### config.mk
export PLATFORM = sky130hd
export DESIGN_NAME = carrier_nco
export DESIGN_NICKNAME = d
export VERILOG_FILES = /design/src/rtl/carrier_nco.sv
export SDC_FILE = /design/constraint.sdc
export NUM_CORES = 1
export LEC_CHECK = 0
export CORE_MARGIN = 2
export CORE_UTILIZATION = 43
export CTS_CLUSTER_DIAMETER = 150
export DETAILED_ROUTE_END_ITERATION = 10
export PLACE_DENSITY = 0.9
export SLEW_MARGIN = 25
export SYNTH_ARGS = -nofsm -noshare
export SYNTH_HDL_FRONTEND = slang
export SYNTH_SLANG_ARGS = --single-unit
### constraint.sdc
create_clock -name clk_sig -period 2.05 [get_ports clk_sig]
set_input_delay 0.205 -clock clk_sig [delete_from_list [all_inputs] [get_ports clk_sig]]
set_output_delay 0.205 -clock clk_sig [all_outputs]
set_load 0.01 [all_outputs]
### src/rtl/carrier_nco.sv
// carrier_nco: quadrature carrier generator for the BPSK transmit path.
//
// A phase accumulator advanced by step_sig feeds two quarter-wave ROM lookups
// that produce sine and cosine. A phase offset is added before the lookup.
// BPSK polarity from data_sig is latched only on a carrier-period carry, so
// phase inversions always land on a period boundary.
//
// Pipeline: stage 0 holds the phase, stage 1 holds the ROM address and sign,
// stage 2 holds the signed output. Latency from phase/offset/polarity to the
// output is two edges.
//
// Ports:
//   clk_sig     clock
//   rst_n       synchronous active-low reset
//   en_sig      advance phase and emit a sample this cycle
//   step_sig    phase increment per enabled cycle (P bits, mod 4*NUM)
//   offset_sig  phase offset added before lookup (P bits)
//   data_sig    BPSK bit, 1 = inverted carrier
//   sin_sig     signed sine sample (WIDTH bits)
//   cos_sig     signed cosine sample (WIDTH bits)
//   valid_sig   output sample is new
//   wrap_sig    output sample is the first of a new carrier period

// carrier_rom: quarter-wave sine table, rom[k] = round((2^W-1)*sin(pi*k/(2*(DEPTH-1)))).
//   addr  table index (0..DEPTH-1 used; padding entries read 0)
//   data  unsigned magnitude, W bits
module carrier_rom #(
    parameter int W     = 15,
    parameter int DEPTH = 3,
    localparam int AW   = $clog2(DEPTH)
) (
    input  logic [AW-1:0] addr,
    output logic [W-1:0]  data
);
    localparam real PI = 3.14159265358979323846;

    logic [W-1:0] tbl [2**AW];

    // Table is fixed at elaboration; real math only runs as constant folding.
    for (genvar k = 0; k < 2**AW; k++) begin : g_tbl
        if (k < DEPTH) begin : g_val
            localparam real ANG = PI * k / (2.0 * (DEPTH - 1));
            localparam real AMP = ((2.0 ** W) - 1.0) * $sin(ANG);
            assign tbl[k] = W'($rtoi(AMP + 0.5));
        end else begin : g_pad
            assign tbl[k] = '0;
        end
    end

    assign data = tbl[addr];
endmodule

module carrier_nco #(
    parameter int WIDTH = 16,
    parameter int NUM   = 2,
    localparam int P    = $clog2(NUM) + 2
) (
    input  logic                    clk_sig,
    input  logic                    rst_n,
    input  logic                    en_sig,
    input  logic [P-1:0]            step_sig,
    input  logic [P-1:0]            offset_sig,
    input  logic                    data_sig,
    output logic signed [WIDTH-1:0] sin_sig,
    output logic signed [WIDTH-1:0] cos_sig,
    output logic                    valid_sig,
    output logic                    wrap_sig
);
    localparam int AW = P - 1;   // address range 0..NUM
    localparam int OW = P - 2;   // offset within a quadrant

    // ---------------- stage 0: phase accumulator ----------------
    logic [P-1:0] phase_reg;
    logic         pol_reg;
    logic         wrap0;
    logic [P:0]   sum0;

    assign sum0 = {1'b0, phase_reg} + {1'b0, step_sig};

    always_ff @(posedge clk_sig) begin
        if (!rst_n) begin
            phase_reg <= '0;
            pol_reg   <= 1'b0;
            wrap0     <= 1'b0;
        end else if (en_sig) begin
            phase_reg <= sum0[P-1:0];
            wrap0     <= sum0[P];
            // Polarity only changes at a period boundary.
            if (sum0[P])
                pol_reg <= data_sig;
        end else begin
            wrap0 <= 1'b0;
        end
    end

    // ---------------- stage 1: quadrant folding ----------------
    logic [P-1:0] e_s, e_c;
    logic [AW-1:0] addr_s, addr_c;
    logic          neg_s, neg_c;
    logic          v1, w1;

    assign e_s = phase_reg + offset_sig;
    assign e_c = e_s + P'(NUM);   // cosine leads sine by a quarter period

    // Odd quadrants walk the table backwards; o=0 there maps to the peak.
    function automatic logic [AW-1:0] quad_addr(input logic [P-1:0] e);
        logic [AW-1:0] o;
        o = AW'(e[OW-1:0]);
        return e[P-2] ? (AW'(NUM) - o) : o;
    endfunction

    always_ff @(posedge clk_sig) begin
        if (!rst_n) begin
            addr_s <= '0;
            addr_c <= '0;
            neg_s  <= 1'b0;
            neg_c  <= 1'b0;
            v1     <= 1'b0;
            w1     <= 1'b0;
        end else begin
            addr_s <= quad_addr(e_s);
            addr_c <= quad_addr(e_c);
            neg_s  <= e_s[P-1] ^ pol_reg;
            neg_c  <= e_c[P-1] ^ pol_reg;
            v1     <= en_sig;
            w1     <= wrap0 & en_sig;
        end
    end

    // ---------------- stage 2: ROM lookup and sign ----------------
    logic [WIDTH-2:0] rom_s, rom_c;
    logic [WIDTH-1:0] mag_s, mag_c;

    carrier_rom #(.W(WIDTH-1), .DEPTH(NUM+1)) u_rom_sin (.addr(addr_s), .data(rom_s));
    carrier_rom #(.W(WIDTH-1), .DEPTH(NUM+1)) u_rom_cos (.addr(addr_c), .data(rom_c));

    assign mag_s = {1'b0, rom_s};
    assign mag_c = {1'b0, rom_c};

    // Magnitude never exceeds 2^(WIDTH-1)-1, so negation cannot overflow.
    always_ff @(posedge clk_sig) begin
        if (!rst_n) begin
            sin_sig   <= '0;
            cos_sig   <= '0;
            valid_sig <= 1'b0;
            wrap_sig  <= 1'b0;
        end else begin
            sin_sig   <= neg_s ? -mag_s : mag_s;
            cos_sig   <= neg_c ? -mag_c : mag_c;
            valid_sig <= v1;
            wrap_sig  <= w1;
        end
    end
endmodule

After elaboration in Yosys (flattened, before gate mapping)
Index checks and enable logic that the tools add are counted.
{"block": "totals", "ff_bits": 47, "input_bits": 10, "out_inout_bits": 34}
{"block": "classes", "n_addsub": 7, "n_lt_le_gt_ge": 2, "n_mux": 10, "bitwise_logic": 5, "reduce_logical": 6}
{"op": "two-way mux 15 bit", "n": 6}
{"op": "binary-select mux 15 bit (select 2 bit)", "n": 2}
{"op": "negation 15 -> 16 bit", "n": 2}
{"op": "AND reduction 2 bit", "n": 6}
{"op": "greater-or-equal comparator 3 bit, second input constant", "n": 2}
{"op": "inverter 2 -> 3 bit", "n": 2}
{"op": "adder 3 x 3 -> 4 bit", "n": 1}
{"op": "subtractor 2 x 1 -> 2 bit, first input constant", "n": 2}
{"op": "adder 3 x 2 -> 3 bit, second input constant", "n": 1}
{"op": "adder 3 bit", "n": 1}
{"op": "two-way mux 1 bit", "n": 2}
{"op": "XOR 1 bit", "n": 2}
{"op": "bitwise AND 1 bit", "n": 1}

Logic depth before layout (Yosys ltp)
Gate-level depths: netlist of the first run.
{"block": "depth", "ltp_word": 6, "depth_mapped": 6}

Cells and area by module
A second synthesis of the first run with hierarchy kept.
{"block": "unflattened", "cells_unflattened": 242, "hier_area_um2": 2317.2}
{"mod": "carrier_nco", "instances": 1, "cells_per_inst": 210, "area_each_um2": 2082.0, "seq_area_each_um2": 920.9}
{"mod": "carrier_rom", "instances": 2, "cells_per_inst": 16, "area_each_um2": 117.6, "seq_area_each_um2": 0.0}

Worst setup path after synthesis of the first run
No wires, ideal clock.
{"block": "synth_path", "path_kind": "register to register", "start": "register phase_reg[0]", "end": "register neg_c", "setup_ps": 72, "arrival_time_ps": 1393, "required_ps": 1978, "slack_ps": 585, "path_stages_with_launch": 7, "path_buffers": 0, "path_cell_list": "dfxtp_1 > ha_1 > inv_1 > fa_1 > xnor2_1 > xnor2_1 > mux2i_1"}
{"block": "synth_between", "elab_chain_len": 3}
{"item": "start: declaration", "line_no": "73", "source": "logic [P-1:0] phase_reg;"}
{"item": "start signal: assignment", "line_no": "86", "source": "phase_reg <= sum0[P-1:0];"}
{"item": "adder 3 bit", "line_no": "102", "source": "assign e_s = phase_reg + offset_sig;"}
{"item": "adder 3 x 2 -> 3 bit", "line_no": "103", "source": "assign e_c = e_s + P'(NUM);"}
{"item": "XOR 1 bit", "line_no": "124", "source": "neg_c <= e_c[P-1] ^ pol_reg;"}
{"item": "end signal: assignment", "line_no": "124"}
{"item": "end: declaration", "line_no": "99", "source": "logic neg_s, neg_c;"}
No other way between the ends.
A chain may end at the register's enable or synchronous reset.

Final worst setup path of the first run
Same ends and word-level chain as after synthesis.

==> metrics.cfg, run 1 <==
[outcome]
status=finished clean

[timing]
finalCritPeriodShare_pct=79.3
rsz0062_at_grt=no
maxSlewViolCount=0
hold_viol=0
postLayoutSetupSlackWorst_ps=424
finalCriticalPeriod_ps=1630
tightest_slew_ps=429
maxSlewHeadroom_pct=71.4
finalSetupTns_ps=0
clock_skew_ps=1.48
fmax_ghz=0.615
setup_violations=0

[route]
route.detailed.drc=0
routedWlPerCell_um=10.6
via_count=768
ant_nets=0
via_per_inst=4.63
firstDrtPassIters=3
finalWirelength_mm=1.75
first_iter_violations=18

[placement]
dp_worst_setup_slack_ps=133
gp_congestion=0.754
portBuffers=43
dp_hpwl_mm=1.46
dpl-instance-area_sq_um=1420

[setup_path]
reg2reg_slack_ps=420
critPathMaxStageDelay_ps=380
critPathCaptureType=flop
worstPathMaxFanout=3
cp.arrival_ps=1860
ff2ff_path_depth=6
worstSetupStartpointType=flop
cp.required_ps=2280
crit_path_frequent_cell=xnor2_1
path_cells=ha_1, inv_1, fa_1, xnor2_1, xnor2_1, mux2i_1
slowest_stage=dfxtp_1
path_class=reg -> reg

[layout]
fin_area_sq_um=1450
final_util_pct=58.4
syn2layout_area_growth_pct=27.7
fillers=210
drive_gt1_share_pct=7.35
nets=158
antenna_cells=0

[clock_network]
cts.sinks=24
clock_path_buffers=2
hold_buffers=0
clock-root-buffer=clkbuf_4
numCtsBuffers=3
cts_resized=0
clock_latency_ps=300
cts_setup_buffers=0
cts_tree=done
htreeDepth=1
clk_pin_slew_worst_paths_ps=110

[yosys]
synth_cell_types=25
syn_area_sq_um=1130
synth_warnings=0
syn_inst=114
syn-num-nets=134
synth_commonest_cells=dfxtp_1, buf_4, ha_1
synth_top_cell_by_area=dfxtp_1
synth_edf_count=0
synth-main-ff-cell=dfxtp_1
syn_area_per_cell_sq_um=9.93
ys_ff_latch=24
seq_area_frac_synth_pct=42.4
async_flop_share_pct=0
synth_top_area_share_pct=42.4
synth.most_common_cell=dfxtp_1
ys_top_cells_by_area=dfxtp_1, buf_4, ha_1

[global_routing]
antenna_found_initial=0
grt_util_all_layers_pct=12.4
first_global_vias=752
grt_max_degree=14
grt_pass1_wl_mm=3.04
grt_overflow=0

[floorplan]
io_pins=44
rows=18
die_area_sq_um=3060
start_util_pct=45.7
die_h_um=55.3
dieWidth_um=55.3
core_sq_um=2480

[run]
maxCapViolations=0

[power_and_ir_drop]
ir_worst_vdd_mv=0.395
power_w=0.00103
power_per_cell_area_nw_per_um2=715
power_leakage_nw=0.566

[min_path]
min_path_cells=1
hold_class=reg -> reg

cell usage in the layout (no fill, tap or decap), drive strengths merged:
master	netlist	final
and2	7	7
clkbuf	2	3
nor3	2	2
dfxtp	24	24
nand2b	3	3
nor3b	1	1
nand3	2	2
buf	23	1
xnor2	4	4
a211oi	3	3
or3b	1	1
nor2	7	7
or2	2	2
clkdlybuf4s50	0	43
nand2	4	4
mux2i	4	4
fa	2	2
inv	7	7
a21oi	5	5
o21ai	2	2
and3	1	1
ha	8	8
area by class of cell:
cell class                      instances  area, sq um  area share (%)
Sequential cell                        24          480            33.2
Multi-Input combinational cell         58          442            30.5
Timing Repair Buffer                   44          438            30.3
Tap cell                               30         37.5            2.60
Inverter                                7         26.3            1.82
Clock buffer                            3         22.5            1.56
cell families (layout without fill, tap and decap cells):
group | count (synthesis) | in the layout | share of synthesized area, %
compound gates | 10 | 10 | 5.75
flops | 24 | 24 | 42.4
fa+ha+maj | 10 | 10 | 12.4
buf+inv | 32 | 54 | 18.6
simple gates | 30 | 30 | 14.3
xor+xnor | 4 | 4 | 3.09
mux | 4 | 4 | 3.54
where the power goes:
part | total, W | switching [W] | leakage [nW] | internal [W]
Sequential | 0.000541 | 0.0000339 | 0.197 | 0.000507
Combinational | 0.000303 | 0.000123 | 0.356 | 0.000180
Clock | 0.000191 | 0.000123 | 0.0138 | 0.0000684
critical path: cells and delay by family, from the launching register on:
kind	cells	cell delay, ps
muxes	1	210
buffers and inverters	1	50
xor gates and xnor gates	2	390
DFF	1	380
adders and majority gates	2	530
final timing paths:
path	start	to
max	phase_reg[0]$_SDFFE_PN0P_	neg_c$_SDFF_PN0_
min	w1$_SDFF_PN0_	wrap_sig$_SDFF_PN0_
max reg2reg	phase_reg[0]$_SDFFE_PN0P_	neg_c$_SDFF_PN0_
min reg2reg	w1$_SDFF_PN0_	wrap_sig$_SDFF_PN0_
stage by stage:
step,cells,hold slack (ps)
4_1_cts,166,456
5_1_grt,166,467
3_5_place_dp,163,428
3_3_place_gp,163,421
2_1_floorplan,114,357
6_report,166,449
per-layer routing:
metal  vias to the layer above  part of all wire (%)  global-route usage [%]
met4                         0                     0                    5.92
met5                         -                     0                       0
met1                       341                    36                    12.5
met3                         0                    10                    3.51
li1                        385                     -                       -
met2                        42                    53                    23.1
Note: power is estimated with default switching activity, not from simulation.
==> run 2, diff against run 1 <==
clock period = 1.6 ns   (was 2.05 ns; I/O delays follow)
==> run 2 against run 1 <==
  * Routed wire length increased by 3.5%
  * Global-route usage grew 0.15 points
  * Total power rose by 36%
  * Critical endpoint is now phase_reg[2]$_SDFFE_PN0P_
  * Largest cell class unchanged
==> metrics.cfg, run 2 (synthesis gave the netlist of run 1 again) <==
[outcome]
status=finished clean

[layout]
drive_gt1_share_pct=12.9
final_common_cell=clkdlybuf4s50_1
final_util_pct=60.4
syn2layout_area_growth_pct=32.0
antenna_cells=0
nets=160
layout_common_cells=clkdlybuf4s50_1, dfxtp_1, ha_1, inv_1, nor2_1

[global_routing]
grt_overflow=0
grt_util_met1_pct=11.0
antenna_found_initial=0
met2_usage_pct=24.1
top_usage_layer=met2
grt_pass1_wl_mm=3.02
grt_max_degree=14
gr-usage-met3_pct=4.92
grt_util_all_layers_pct=12.6
first_global_vias=746

[route]
via_count=773
first_iter_violations=8
firstDrtPassIters=4
ant_nets=0
via_per_inst=4.57
routedWlPerCell_um=10.7
finalWirelength_mm=1.81
route.detailed.drc=0

[setup_path]
worstPathMaxFanout=2
crit_family=adder cells
critPathCaptureType=flop
slowest_stage=fa_1
crit_buf_inv=1
critPathMaxStageDelay_ps=390
worstSetupStartpointType=flop
path_class=reg -> reg
cp.arrival_ps=1750
cp.required_ps=1820
path_cells=buf_4, ha_1, fa_1, xnor2_1, a211oi_1

[floorplan]
core_sq_um=2480
die_area_sq_um=3060
dieWidth_um=55.3
start_util_pct=45.7
io_pins=44
rows=18
die_h_um=55.3

[timing]
postLayoutSetupSlackWorst_ps=70.3
setup_violations=0
tightest_slew_ps=417
finalCriticalPeriod_ps=1530
finalCritPeriodShare_pct=95.6
maxSlewViolCount=0
clock_skew_ps=2.36
hold_viol=0
fmax_ghz=0.654
maxSlewHeadroom_pct=72.1
fin_hold_ws_ps=448

[power_and_ir_drop]
ir_worst_vdd_mv=0.516
power_per_cell_area_nw_per_um2=940
power_leakage_nw=0.597

[clock_network]
clk_pin_slew_worst_paths_ps=120
clock_latency_ps=310
clock_path_buffers=2
htreeDepth=1
hold_buffers=0
cts.sinks=24
cts_tree=done
numCtsBuffers=3
clock-root-buffer=clkbuf_4

[placement]
dp_worst_setup_slack_ps=-239
portBuffers=43
dp_hpwl_mm=1.49
gp_congestion=0.733

[min_path]
hold_class=reg -> reg

[run]
maxCapViolations=0

## run 2: cell count changes in the layout (fill, tap and decap cells not counted)
cell      before  now
fa_1           2    1
fa_2           0    1
buf_4          1    3
xnor2_2        0    2
dfxtp_2        0    2
xnor2_1        4    2
dfxtp_1       24   22
clkbuf_8       0    1
## run 2: power by group
part | internal (W) | switching (W)
sequential | 0.000651 | 0.0000431
combinational | 0.000243 | 0.000163
clock | 0.000139 | 0.000167
## run 2: final timing paths
path,startpoint,slack [ps],cells past startpoint,end
min reg2reg,v1$_SDFF_PN0_,450,1,valid_sig$_SDFF_PN0_
min,v1$_SDFF_PN0_,450,1,valid_sig$_SDFF_PN0_
max,phase_reg[0]$_SDFFE_PN0P_,70,5,phase_reg[2]$_SDFFE_PN0P_
max reg2reg,phase_reg[0]$_SDFFE_PN0P_,70,5,phase_reg[2]$_SDFFE_PN0P_
## run 2: what timing repair did
action                     CTS  global route
cloned                       0             0
pin swaps                    2             1
buffers inserted             0             1
resized for setup            0             5
setup endpoints to repair    1             2
## run 2: stage by stage
| stage | total power [W] | TNS (ps) | instance area, sq um | instances |
|---|---|---|---|---|
| finish | 0.00140 | 0 | 1500 | 169 |
| global route | 0.00149 | -4.98 | 1500 | 169 |
| CTS | 0.00140 | 0 | 1470 | 168 |
| detailed placement | 0.00110 | -579 | 1430 | 164 |
| global placement | 0.00108 | -358 | 1430 | 164 |
| floorplan | 0.000966 | 0 | 1130 | 114 |
## run 2: area by class of cell
type	instances	area, sq um
fillers	211	982
multi-input cells	58	459
well taps	30	37.5
repair buffers	46	453
flip-flops and latches	24	483
inverters	7	26.3
clock buffers	4	36.3
## run 2: metal layers
metal / share of wire, % / routed length [um]
met3: 11 / 193
met5: 0 / 0
met2: 54 / 975
met4: 1.7 / 31
met1: 34 / 613
==> run 3, diff against run 2 <==
SLEW_MARGIN = 40   (was 25)
==> results of run 3 <==
Same layout as run 2: the final DEF is identical, and so are final timing and power.
